===== src/rtl/voxel_gpu_sequencer.sv =====
// voxel_gpu_sequencer: command-queued front-end for the voxel GPU shader banks.
// HPS pushes commands over s1 into a FIFO; commands are issued to all banks in
// the bank mask, completion is tracked per bank, WRITE_OUT streams one pixel per
// masked bank over m1. Optional perf counters: define VOXEL_GPU_SEQ_PERF_EN.

// Per-bank completion tracker: remembers a done seen during the current WAIT.
module voxel_gpu_seq_lane (
  input  logic clock,
  input  logic reset,
  input  logic clear,
  input  logic capture,
  input  logic en,
  input  logic done,
  output logic sat
);
  logic done_q;

  // Sticky done flag, cleared at issue, set by a done pulse while waiting
  always_ff @(posedge clock or posedge reset) begin
    if (reset)                     done_q <= 1'b0;
    else if (clear)                done_q <= 1'b0;
    else if (capture && en && done) done_q <= 1'b1;
  end

  // Unmasked banks are always satisfied so an empty mask completes at once
  assign sat = !en || done_q || done;
endmodule

module voxel_gpu_sequencer #(
  parameter int NUM_BANKS      = 4,
  parameter int FIFO_DEPTH     = 8,
  parameter int PIXEL_BITS     = 16,
  parameter int TIMEOUT_CYCLES = 65535
) (
  input  logic                             clock,
  input  logic                             reset,
  input  logic [7:0]                       s1_address,
  input  logic                             s1_read,
  input  logic                             s1_write,
  input  logic [31:0]                      s1_writedata,
  output logic [31:0]                      s1_readdata,
  output logic                             s1_waitrequest,
  output logic                             irq,
  output logic [NUM_BANKS-1:0]             bank_start,
  output logic [2:0]                       bank_op,
  output logic [31:0]                      bank_arg,
  input  logic [NUM_BANKS-1:0]             bank_done,
  input  logic [NUM_BANKS*PIXEL_BITS-1:0]  bank_pixel,
  output logic [31:0]                      m1_address,
  output logic [PIXEL_BITS-1:0]            m1_writedata,
  output logic                             m1_write,
  input  logic                             m1_waitrequest
);
  localparam int AW = (FIFO_DEPTH > 1) ? $clog2(FIFO_DEPTH) : 1;
  localparam int CW = AW + 1;
  localparam int KW = (NUM_BANKS > 1) ? $clog2(NUM_BANKS) : 1;
  localparam logic [2:0]  OP_WRITE_OUT = 3'd2;
  localparam logic [31:0] TO_LAST      = 32'(TIMEOUT_CYCLES - 1);

  typedef enum logic [2:0] {S_IDLE, S_ISSUE, S_WAIT, S_WRITE, S_ERROR} state_t;
  typedef struct packed {
    logic [2:0]  op;
    logic [31:0] arg;
  } cmd_t;

  state_t state, nxt;
  cmd_t   fifo_mem [FIFO_DEPTH];
  cmd_t   cmd_q;
  logic [AW-1:0] wr_ptr, rd_ptr;
  logic [CW-1:0] count;
  logic [NUM_BANKS-1:0] mask, pend, pend_next, sat;
  logic [NUM_BANKS-1:0][PIXEL_BITS-1:0] pix;
  logic [KW-1:0] cur_k;
  logic          found;
  logic [31:0]   wait_cnt;
  logic [1:0]    err_code;
  logic          irq_pending, irq_en;
  logic wr_push, wr_mask, wr_ctrl, rd_stat, fifo_full, fifo_empty;
  logic clear_err, pop, push_ok, overflow, all_done, write_done, complete, timeout;
  logic [31:0] status;

  assign pix        = bank_pixel;
  assign wr_push    = s1_write && (s1_address <= 8'h04);
  assign wr_mask    = s1_write && (s1_address == 8'h0e);
  assign wr_ctrl    = s1_write && (s1_address == 8'h0f);
  assign rd_stat    = s1_read  && (s1_address == 8'h0f);
  assign fifo_full  = (count == CW'(FIFO_DEPTH));
  assign fifo_empty = (count == '0);
  assign clear_err  = wr_ctrl && s1_writedata[0] && (state == S_ERROR);
  assign pop        = (state == S_IDLE) && !fifo_empty;
  // A pop in the same cycle frees a slot, so a push on a full FIFO still fits
  assign push_ok    = wr_push && (!fifo_full || pop);
  assign overflow   = wr_push && fifo_full && !pop;

  // Command FIFO pointers and level; clearing an error flushes everything queued
  always_ff @(posedge clock or posedge reset) begin
    if (reset) begin
      wr_ptr <= '0;
      rd_ptr <= '0;
      count  <= '0;
    end else if (clear_err) begin
      wr_ptr <= '0;
      rd_ptr <= '0;
      count  <= '0;
    end else begin
      if (push_ok) wr_ptr <= wr_ptr + 1'b1;
      if (pop)     rd_ptr <= rd_ptr + 1'b1;
      count <= count + CW'(push_ok) - CW'(pop);
    end
  end

  // FIFO storage, opcode taken from the push register address
  always_ff @(posedge clock) begin
    if (push_ok) fifo_mem[wr_ptr] <= '{op: s1_address[2:0], arg: s1_writedata};
  end

  // Current command register, loaded on pop and held until the next pop
  always_ff @(posedge clock or posedge reset) begin
    if (reset)    cmd_q <= '0;
    else if (pop) cmd_q <= fifo_mem[rd_ptr];
  end

  genvar b;
  generate
    for (b = 0; b < NUM_BANKS; b++) begin : g_lane
      voxel_gpu_seq_lane u_lane (
        .clock   (clock),
        .reset   (reset),
        .clear   (state == S_ISSUE),
        .capture (state == S_WAIT),
        .en      (mask[b]),
        .done    (bank_done[b]),
        .sat     (sat[b])
      );
    end
  endgenerate

  assign all_done = &sat;

  // Lowest still-pending bank is the current write-out beat
  always_comb begin
    cur_k     = '0;
    found     = 1'b0;
    for (int i = 0; i < NUM_BANKS; i++) begin
      if (pend[i] && !found) begin
        cur_k = KW'(i);
        found = 1'b1;
      end
    end
    pend_next        = pend;
    pend_next[cur_k] = 1'b0;
  end

  // Pending write-out banks: snapshot of mask at issue, retire one per accepted beat
  always_ff @(posedge clock or posedge reset) begin
    if (reset)                                                  pend <= '0;
    else if (state == S_ISSUE)                                  pend <= mask;
    else if (state == S_WRITE && found && !m1_waitrequest)      pend <= pend_next;
  end

  assign write_done = (state == S_WRITE) &&
                      (!found || (pend_next == '0 && !m1_waitrequest));
  assign complete   = ((state == S_WAIT) && all_done) || write_done;
  assign timeout    = ((state == S_WAIT) || (state == S_WRITE)) && !complete &&
                      (wait_cnt == TO_LAST);

  // Cycles spent waiting on the current command
  always_ff @(posedge clock or posedge reset) begin
    if (reset)                                         wait_cnt <= '0;
    else if (state == S_ISSUE)                         wait_cnt <= '0;
    else if (state == S_WAIT || state == S_WRITE)      wait_cnt <= wait_cnt + 32'd1;
  end

  // FSM state register
  always_ff @(posedge clock or posedge reset) begin
    if (reset) state <= S_IDLE;
    else       state <= nxt;
  end

  // FSM next state; an overflow from any state forces ERROR
  always_comb begin
    nxt = state;
    case (state)
      S_IDLE:  if (pop) nxt = S_ISSUE;
      S_ISSUE: nxt = (cmd_q.op == OP_WRITE_OUT) ? S_WRITE : S_WAIT;
      S_WAIT,
      S_WRITE: begin
        if (complete)     nxt = S_IDLE;
        else if (timeout) nxt = S_ERROR;
      end
      S_ERROR: if (clear_err) nxt = S_IDLE;
      default: nxt = S_IDLE;
    endcase
    if (overflow) nxt = S_ERROR;
  end

  // FSM outputs; m1 bus is zero outside an active beat
  always_comb begin
    bank_start   = '0;
    m1_write     = 1'b0;
    m1_address   = '0;
    m1_writedata = '0;
    if (state == S_ISSUE) bank_start = mask;
    if (state == S_WRITE && found) begin
      m1_write     = 1'b1;
      m1_address   = cmd_q.arg + (32'(cur_k) << 1);
      m1_writedata = pix[cur_k];
    end
  end

  assign bank_op        = cmd_q.op;
  assign bank_arg       = cmd_q.arg;
  assign s1_waitrequest = 1'b0;
  assign irq            = irq_pending && irq_en;

  // Error code latch: overflow wins over a same-cycle timeout
  always_ff @(posedge clock or posedge reset) begin
    if (reset)          err_code <= 2'd0;
    else if (overflow)  err_code <= 2'd1;
    else if (timeout)   err_code <= 2'd2;
    else if (clear_err) err_code <= 2'd0;
  end

  // Batch-done interrupt; a new set beats a same-cycle status-read clear
  always_ff @(posedge clock or posedge reset) begin
    if (reset)                       irq_pending <= 1'b0;
    else if (complete && fifo_empty) irq_pending <= 1'b1;
    else if (rd_stat)                irq_pending <= 1'b0;
  end

  // Control register and bank mask; mask only changes between commands
  always_ff @(posedge clock or posedge reset) begin
    if (reset) begin
      irq_en <= 1'b0;
      mask   <= '1;
    end else begin
      if (wr_ctrl)                      irq_en <= s1_writedata[1];
      if (wr_mask && state == S_IDLE)   mask   <= s1_writedata[NUM_BANKS-1:0];
    end
  end

`ifdef VOXEL_GPU_SEQ_PERF_EN
  logic [31:0] busy_cnt, cmd_cnt;

  // Perf counters: busy cycles and completed commands, cleared by a 0x0c write
  always_ff @(posedge clock or posedge reset) begin
    if (reset) begin
      busy_cnt <= '0;
      cmd_cnt  <= '0;
    end else if (s1_write && s1_address == 8'h0c) begin
      busy_cnt <= '0;
      cmd_cnt  <= '0;
    end else begin
      if (state != S_IDLE && state != S_ERROR) busy_cnt <= busy_cnt + 32'd1;
      if (complete)                            cmd_cnt  <= cmd_cnt + 32'd1;
    end
  end
`endif

  // Slave read mux, purely combinational from the address
  always_comb begin
    status        = '0;
    status[0]     = (state != S_IDLE) || !fifo_empty;
    status[1]     = (state == S_ERROR);
    status[2]     = irq_pending;
    status[5:4]   = err_code;
    status[15:8]  = 8'(count);
    s1_readdata   = '0;
    case (s1_address)
      8'h0e: s1_readdata = 32'(mask);
      8'h0f: s1_readdata = status;
`ifdef VOXEL_GPU_SEQ_PERF_EN
      8'h0c: s1_readdata = busy_cnt;
      8'h0d: s1_readdata = cmd_cnt;
`endif
      default: s1_readdata = '0;
    endcase
  end
endmodule


===== config.mk =====
export PLATFORM = sky130hd
export DESIGN_NAME = voxel_gpu_sequencer
export DESIGN_NICKNAME = d
export VERILOG_FILES = /design/src/rtl/voxel_gpu_sequencer.sv
export SDC_FILE = /design/constraint.sdc
export NUM_CORES = 1
export LEC_CHECK = 0
export ABC_AREA = 1
export BUFFER_PORTS_ARGS = -buffer_cell sky130_fd_sc_hd__buf_4
export CAP_MARGIN = 40
export CORE_MARGIN = 3
export CORE_UTILIZATION = 58
export DETAILED_ROUTE_END_ITERATION = 12
export PLACE_DENSITY = 0.8
export SLEW_MARGIN = 25
export SYNTH_ARGS = -nofsm -noshare
export SYNTH_HDL_FRONTEND = slang
export SYNTH_SLANG_ARGS = --single-unit

===== constraint.sdc =====
create_clock -name clock -period 5.2 [get_ports clock]
set_input_delay 0.52 -clock clock [delete_from_list [all_inputs] [get_ports clock]]
set_output_delay 0.52 -clock clock [all_outputs]
set_load 0.01 [all_outputs]

* Yosys cells after proc, flatten, opt, wreduce, memory -nomap -nowiden
Memories as Yosys holds them, arrays and structs flattened. A register that Yosys moved wholly into a read port is not among the register bits. Cells that the tools add are included.
Storage, ports and cells: RAM bits 280, output and inout port bits 122, bits in registers 61, memories 1
Cells by class: reductions and logical operators 75, order comparisons 3, muxes and demuxes 47, add/sub/neg operators 6, bitwise logic cells 2, equality and inequality tests 12
Memory list:
- fifo_mem | depth 8, width 35, rd ports 1, clocked after memory_dff 1, wr ports 1, line 67 | cmd_t fifo_mem [FIFO_DEPTH];
Operators by type and width (count):
- $mux 32 | 3
- $add 32x1->32 const B | 1
- $add 32x3->32 | 1
- $bmux 16 s2 | 1
- $eq 32x16->1 const B | 1
- $logic_and 1x1->1 | 32
- $mux 16 | 2
- $mux 3 | 9
- $pmux 12 s2 | 1
- $mux 1 | 20
- $reduce_bool 2->1 | 9
- $eq 8x4->1 const B | 2
- $mux 4 | 4
- $logic_not 1->1 | 13
- $logic_or 1x1->1 | 13
- $pmux 3 s4 | 1
- $mux 2 | 5
- $eq 3x2->1 const B | 3
- $le 8x3->1 const B | 1
- $logic_not 4->1 | 2
- $add 3x1->3 const B | 2
- $ne 3x3->1 const B | 2
- $reduce_bool 3->1 | 2
- $add 4x1->4 | 1
- 14 further kinds | 14

* Longest topological paths before layout
depth after elaboration 28, mapped depth 18

* By module
From an unflattened synthesis, not the netlist that was laid out.
Second synthesis, totals: cell total of the unflattened synthesis 1706, area total of the unflattened synthesis 17727.0 µm²
Modules (own cells, without submodules):
- voxel_gpu_sequencer | instances 1, cells each 1678, area an instance 17516.8 µm²
- voxel_gpu_seq_lane | instances 4, cells each 7, area an instance 52.6 µm²

* Worst setup path before layout
OpenSTA, ideal clock, no wires.
kind input to register, start input port s1_address[0], end memory fifo_mem[3][0] (netlist bit) (enable), stages 6, arrival time 3.799 ns, path slack 0.930 ns, path buffers 0, path through or2_2 -> a21oi_1 -> nand3_2 -> nor2_1 -> inv_2 -> nor3_1
Between the ends: longest elaborated chain between the ends 5
RTL lines:
- from (decl) | line 37 | input logic [7:0] s1_address,
- $le 8x3->1 | line 83 | assign wr_push = s1_write && (s1_address <= 8'h04);
- $logic_and 1x1->1 | line 83
- $logic_and 1x1->1 | line 92 | assign push_ok = wr_push && (!fifo_full || pop);
- $mux 1 | line 114 | if (push_ok) fifo_mem[wr_ptr] <= '{op: s1_address[2:0], arg: s1_writedata};
- $mux 1 (not written as such) | line 114
- to (decl) | line 67
No other way between the ends.

* Worst setup path after layout
start register pend[1], end output port m1_address[25]
Between the ends: longest elaborated chain between the ends 10, elaborated cells on any way between the ends 14
RTL lines:
- from (decl) | line 71 | logic [NUM_BANKS-1:0] mask, pend, pend_next, sat;
- from (signal assigned) | line 157 | else if (state == S_ISSUE) pend <= mask;
- from (signal assigned) | line 158 | else if (state == S_WRITE && found && !m1_waitrequest) pend <= pend_next;
- $logic_and 1x1->1 * | line 145 | if (pend[i] && !found) begin
- $mux 1 | line 145
- $logic_not 1->1 | line 145
- $logic_and 1x1->1 | line 145
- $mux 1 | line 145
- $logic_not 1->1 | line 145
- $logic_and 1x1->1 | line 145
- $mux 2 / $mux 1 (equally long branches) | line 145
- $add 32x3->32 / $logic_and 1x1->1 (equally long branches) | line 206, 204
- $mux 32 * | line 204 | if (state == S_WRITE && found) begin
- to (decl) | line 49 | output logic [31:0] m1_address,
Every way passes the cells marked *; elsewhere a longest branch is shown, timed or not.

==> flow_metrics.tcl <==
set metrics [dict create \
    outcome "finished clean" \
    cp_slowest_cell "nor2_2" \
    synth-edff-count 280 \
    synthArstFlopShare 0.255 \
    clk-insertion-delay-late_ns 0.54 \
    clk_pin_slew_ns 0.06 \
    crit_type "reg2out" \
    cp.arrival_ns 3.41 \
    r2r-start "state[0]" \
    met1_length_microns 18300 \
    via_per_inst 5.80 \
    firstDrtPassIters 6 \
    cp_cell_sequence "inv_1 -> nor2_2 -> inv_1 -> nand2_4 -> ha_1 -> ha_1 -> inv_1 -> nand2_4 -> inv_2 -> nor2_4 -> nand2_2 -> nor2_4 -> nand2_2 -> o21ai_2 -> nand2_1 -> nor2_1 -> buf_4" \
    fill_cells 2128 \
    grt_first_pass_wirelength_microns 72500 \
    leakagePower_nw 8.52 \
    multiInputGateArea_sq_um 5750 \
    drcViolationCount 0 \
    synthFlopType "edfxtp_1" \
    drive_above_1_share 0.182 \
    holdWs_ns 0.0964 \
    postRouteAntennaNets 0 \
    drtIter0Drc 1319 \
    peakVddDrop_mv 0.396 \
    ys_warn_count 0 \
    cts_max_level 2 \
    rows 63 \
    initial_core_util 0.593 \
    cts_resized 0 \
    synth-seq-area-share 0.611 \
    overflow 0 \
    clockBufferDepth 3 \
    slew_headroom 0.433 \
    area_delta_synth_final_pct 19.0 \
    startpoint "pend[1]" \
    place_hpwl_microns 30900 \
    post_cts_buffers 0 \
    finalMaxSlewViolations 0 \
    worst_pin_slew_ns 0.851 \
    grt_pass1_vias 13100 \
    max_freq_ghz 0.254 \
    rsz0062_at_grt "no" \
    clock_sinks 376 \
    netlist_area_sq_um 17700 \
    ff_latch_area_sq_um 10800 \
    cap_viol_max_count 0 \
    grt_max_degree 118 \
    total_power_w 0.0105 \
    routedWlPerCell_microns 19.9 \
    dp.cells 2258 \
    end_kind "primary output" \
    crit_path_max_incr_delay_ns 0.55 \
    cts_buffers 39 \
    gp_congestion 1.02 \
    port_buffers 211 \
    nets 2036 \
    start_kind "flop" \
    power.density_nw_per_um2 496 \
    cts_tree "done" \
    ys_seq_elements 376 \
    dieArea_sq_um 32700 \
    cts_hold_buf 0 \
    r2r-end "count[3]" \
    fin_worst_skew_ns 0.0263 \
    ctsRootBufferMaster "clkbuf_16" \
    cp_common_cell "inv_1" \
    min_period_ns 3.93 \
    synth.avg_cell_area_sq_um 10.4 \
    die_height_microns 181 \
    grt_usage 0.280 \
    finalHoldViolations 0 \
    crit_required_ns 4.68 \
    core_area_sq_um 29900 \
    synth_cells 1704 \
    highest_layer "met4" \
    routed_wl_microns 46500 \
    dr_wl_met3_microns 3770 \
    setup_slack_ns 1.27 \
    fin_setup_tns_ns 0 \
    io_pins 235 \
    dp_slack_ns 1.84 \
    synth_cell_types 51 \
    final-setup-viol-count 0 \
    die_x_microns 181 \
    wl_met2_microns 23100 \
    post-route-period-util 0.756 \
    critPathMaxFanout 19 \
    fin_cells 2332 \
    vias 13500 \
    r2r_slack_ns 2.31 \
    endpoint "m1_address[25]" \
    hp-class "in2async" \
    antenna_found_initial 1 \
    r2r_cells 12 \
]
-- critical path: cells and delay by family (launching register included) --
kind / cells / cell delay (ns)
compound gates: 1 / 0.11
fa+ha+maj: 2 / 0.41
buf+inv: 5 / 0.50
flops: 1 / 0.40
simple gates: 9 / 1.46
-- how the worst min path moves through the flow --
stage                      start  depth (start not counted)      endpoint  slack, ns
after floorplan           irq_en                          2        irq_en       0.45
after global placement    irq_en                          2        irq_en       0.47
after detailed placement  irq_en                          2        irq_en       0.48
after CTS                  reset                          2  wait_cnt[31]       0.10
after global routing       reset                          2  bank_arg[31]       0.14
final                      reset                          2  bank_arg[31]        0.1
-- layout make-up --
type,instances,share of cell area
Timing Repair Buffer,237,0.0877
Tap cell,390,0.0232
Clock buffer,48,0.0484
Clock inverter,24,0.0169
Inverter,209,0.0373
Antenna cell,1,0.000119
Multi-Input combinational cell,1047,0.273
Sequential cell,376,0.513
-- through the flow --
step	util	area, sq um
finish	0.705	21100
detailed placement	0.659	19700
global route	0.705	21100
global placement	0.656	19600
floorplan	-	17800
CTS	0.705	21100
-- cell families (layout without fill, tap and decap cells) --
family | after synthesis | after routing | share of synthesized area
and+or+nand+nor | 549 | 549 | 0.140
DFF | 376 | 376 | 0.611
other | 1 | 24 | 0.000212
xor gates and xnor gates | 15 | 15 | 0.00742
adders and majority gates | 13 | 13 | 0.00961
muxes | 70 | 70 | 0.0396
buffers and inverters | 303 | 518 | 0.0714
AOI/OAI and AO/OA | 377 | 377 | 0.121
-- sequential cells by signal, indices dropped and copies added, names as in the netlist, 4 cells and up --
signal	count
fifo_mem	280
bank_arg	32
wait_cnt	32
count	4
g_lane.u_lane.done_q	4
mask	4
pend	4
-- metal layers --
| metal | global-route usage | up-vias |
|---|---|---|
| met2 | 0.479 | 611 |
| met4 | 0.0838 | 0 |
| met1 | 0.369 | 6508 |
| li1 | - | 6307 |
| met5 | 0 | - |
| met3 | 0.0489 | 104 |
-- power breakdown --
group          internal, W  leakage [nW]  switching (W)  total (W)
Combinational      0.00133          4.11        0.00238    0.00371
Clock              0.00181         0.670        0.00113    0.00295
Sequential         0.00346          3.74       0.000338    0.00380
-- cells in the mapped netlist, types with 4 or more instances --
cell type,count,area (sq um)
nand2_2,6,37.5
nand2_4,4,45.0
or2_2,5,31.3
nand3_1,72,360
buf_1,8,30.0
mux2i_1,70,701
o31ai_1,4,30.0
ha_1,12,150
nand4_1,22,138
nor3_1,49,245
nor4_1,6,37.5
o211ai_1,70,526
buf_4,26,195
edfxtp_1,280,8410
clkbuf_1,42,158
nor2_1,148,556
nor2_4,8,90.1
inv_2,10,37.5
a31oi_1,17,106
dfrtp_1,92,2300
inv_1,199,747
a21oi_1,111,556
o21ai_0,158,791
xor2_1,13,114
dfstp_2,4,105
nand2_1,214,803
buf_2,17,85.1
-- layout by cell type (no fill, tap or decap), drive strengths merged, types with 8 or more instances in the layout --
| master | instances |
|---|---|
| edfxtp | 280 |
| buf | 237 |
| nand2 | 224 |
| inv | 213 |
| o21ai | 162 |
| nor2 | 158 |
| a21oi | 113 |
| dfrtp | 92 |
| nand3 | 75 |
| mux2i | 70 |
| o211ai | 70 |
| nor3 | 50 |
| clkbuf | 48 |
| conb | 23 |
| nand4 | 23 |
| a31oi | 17 |
| xor2 | 13 |
| ha | 12 |
| clkinv | 12 |
| bufinv | 8 |
No activity file was read; power rests on OpenSTA's default activity.
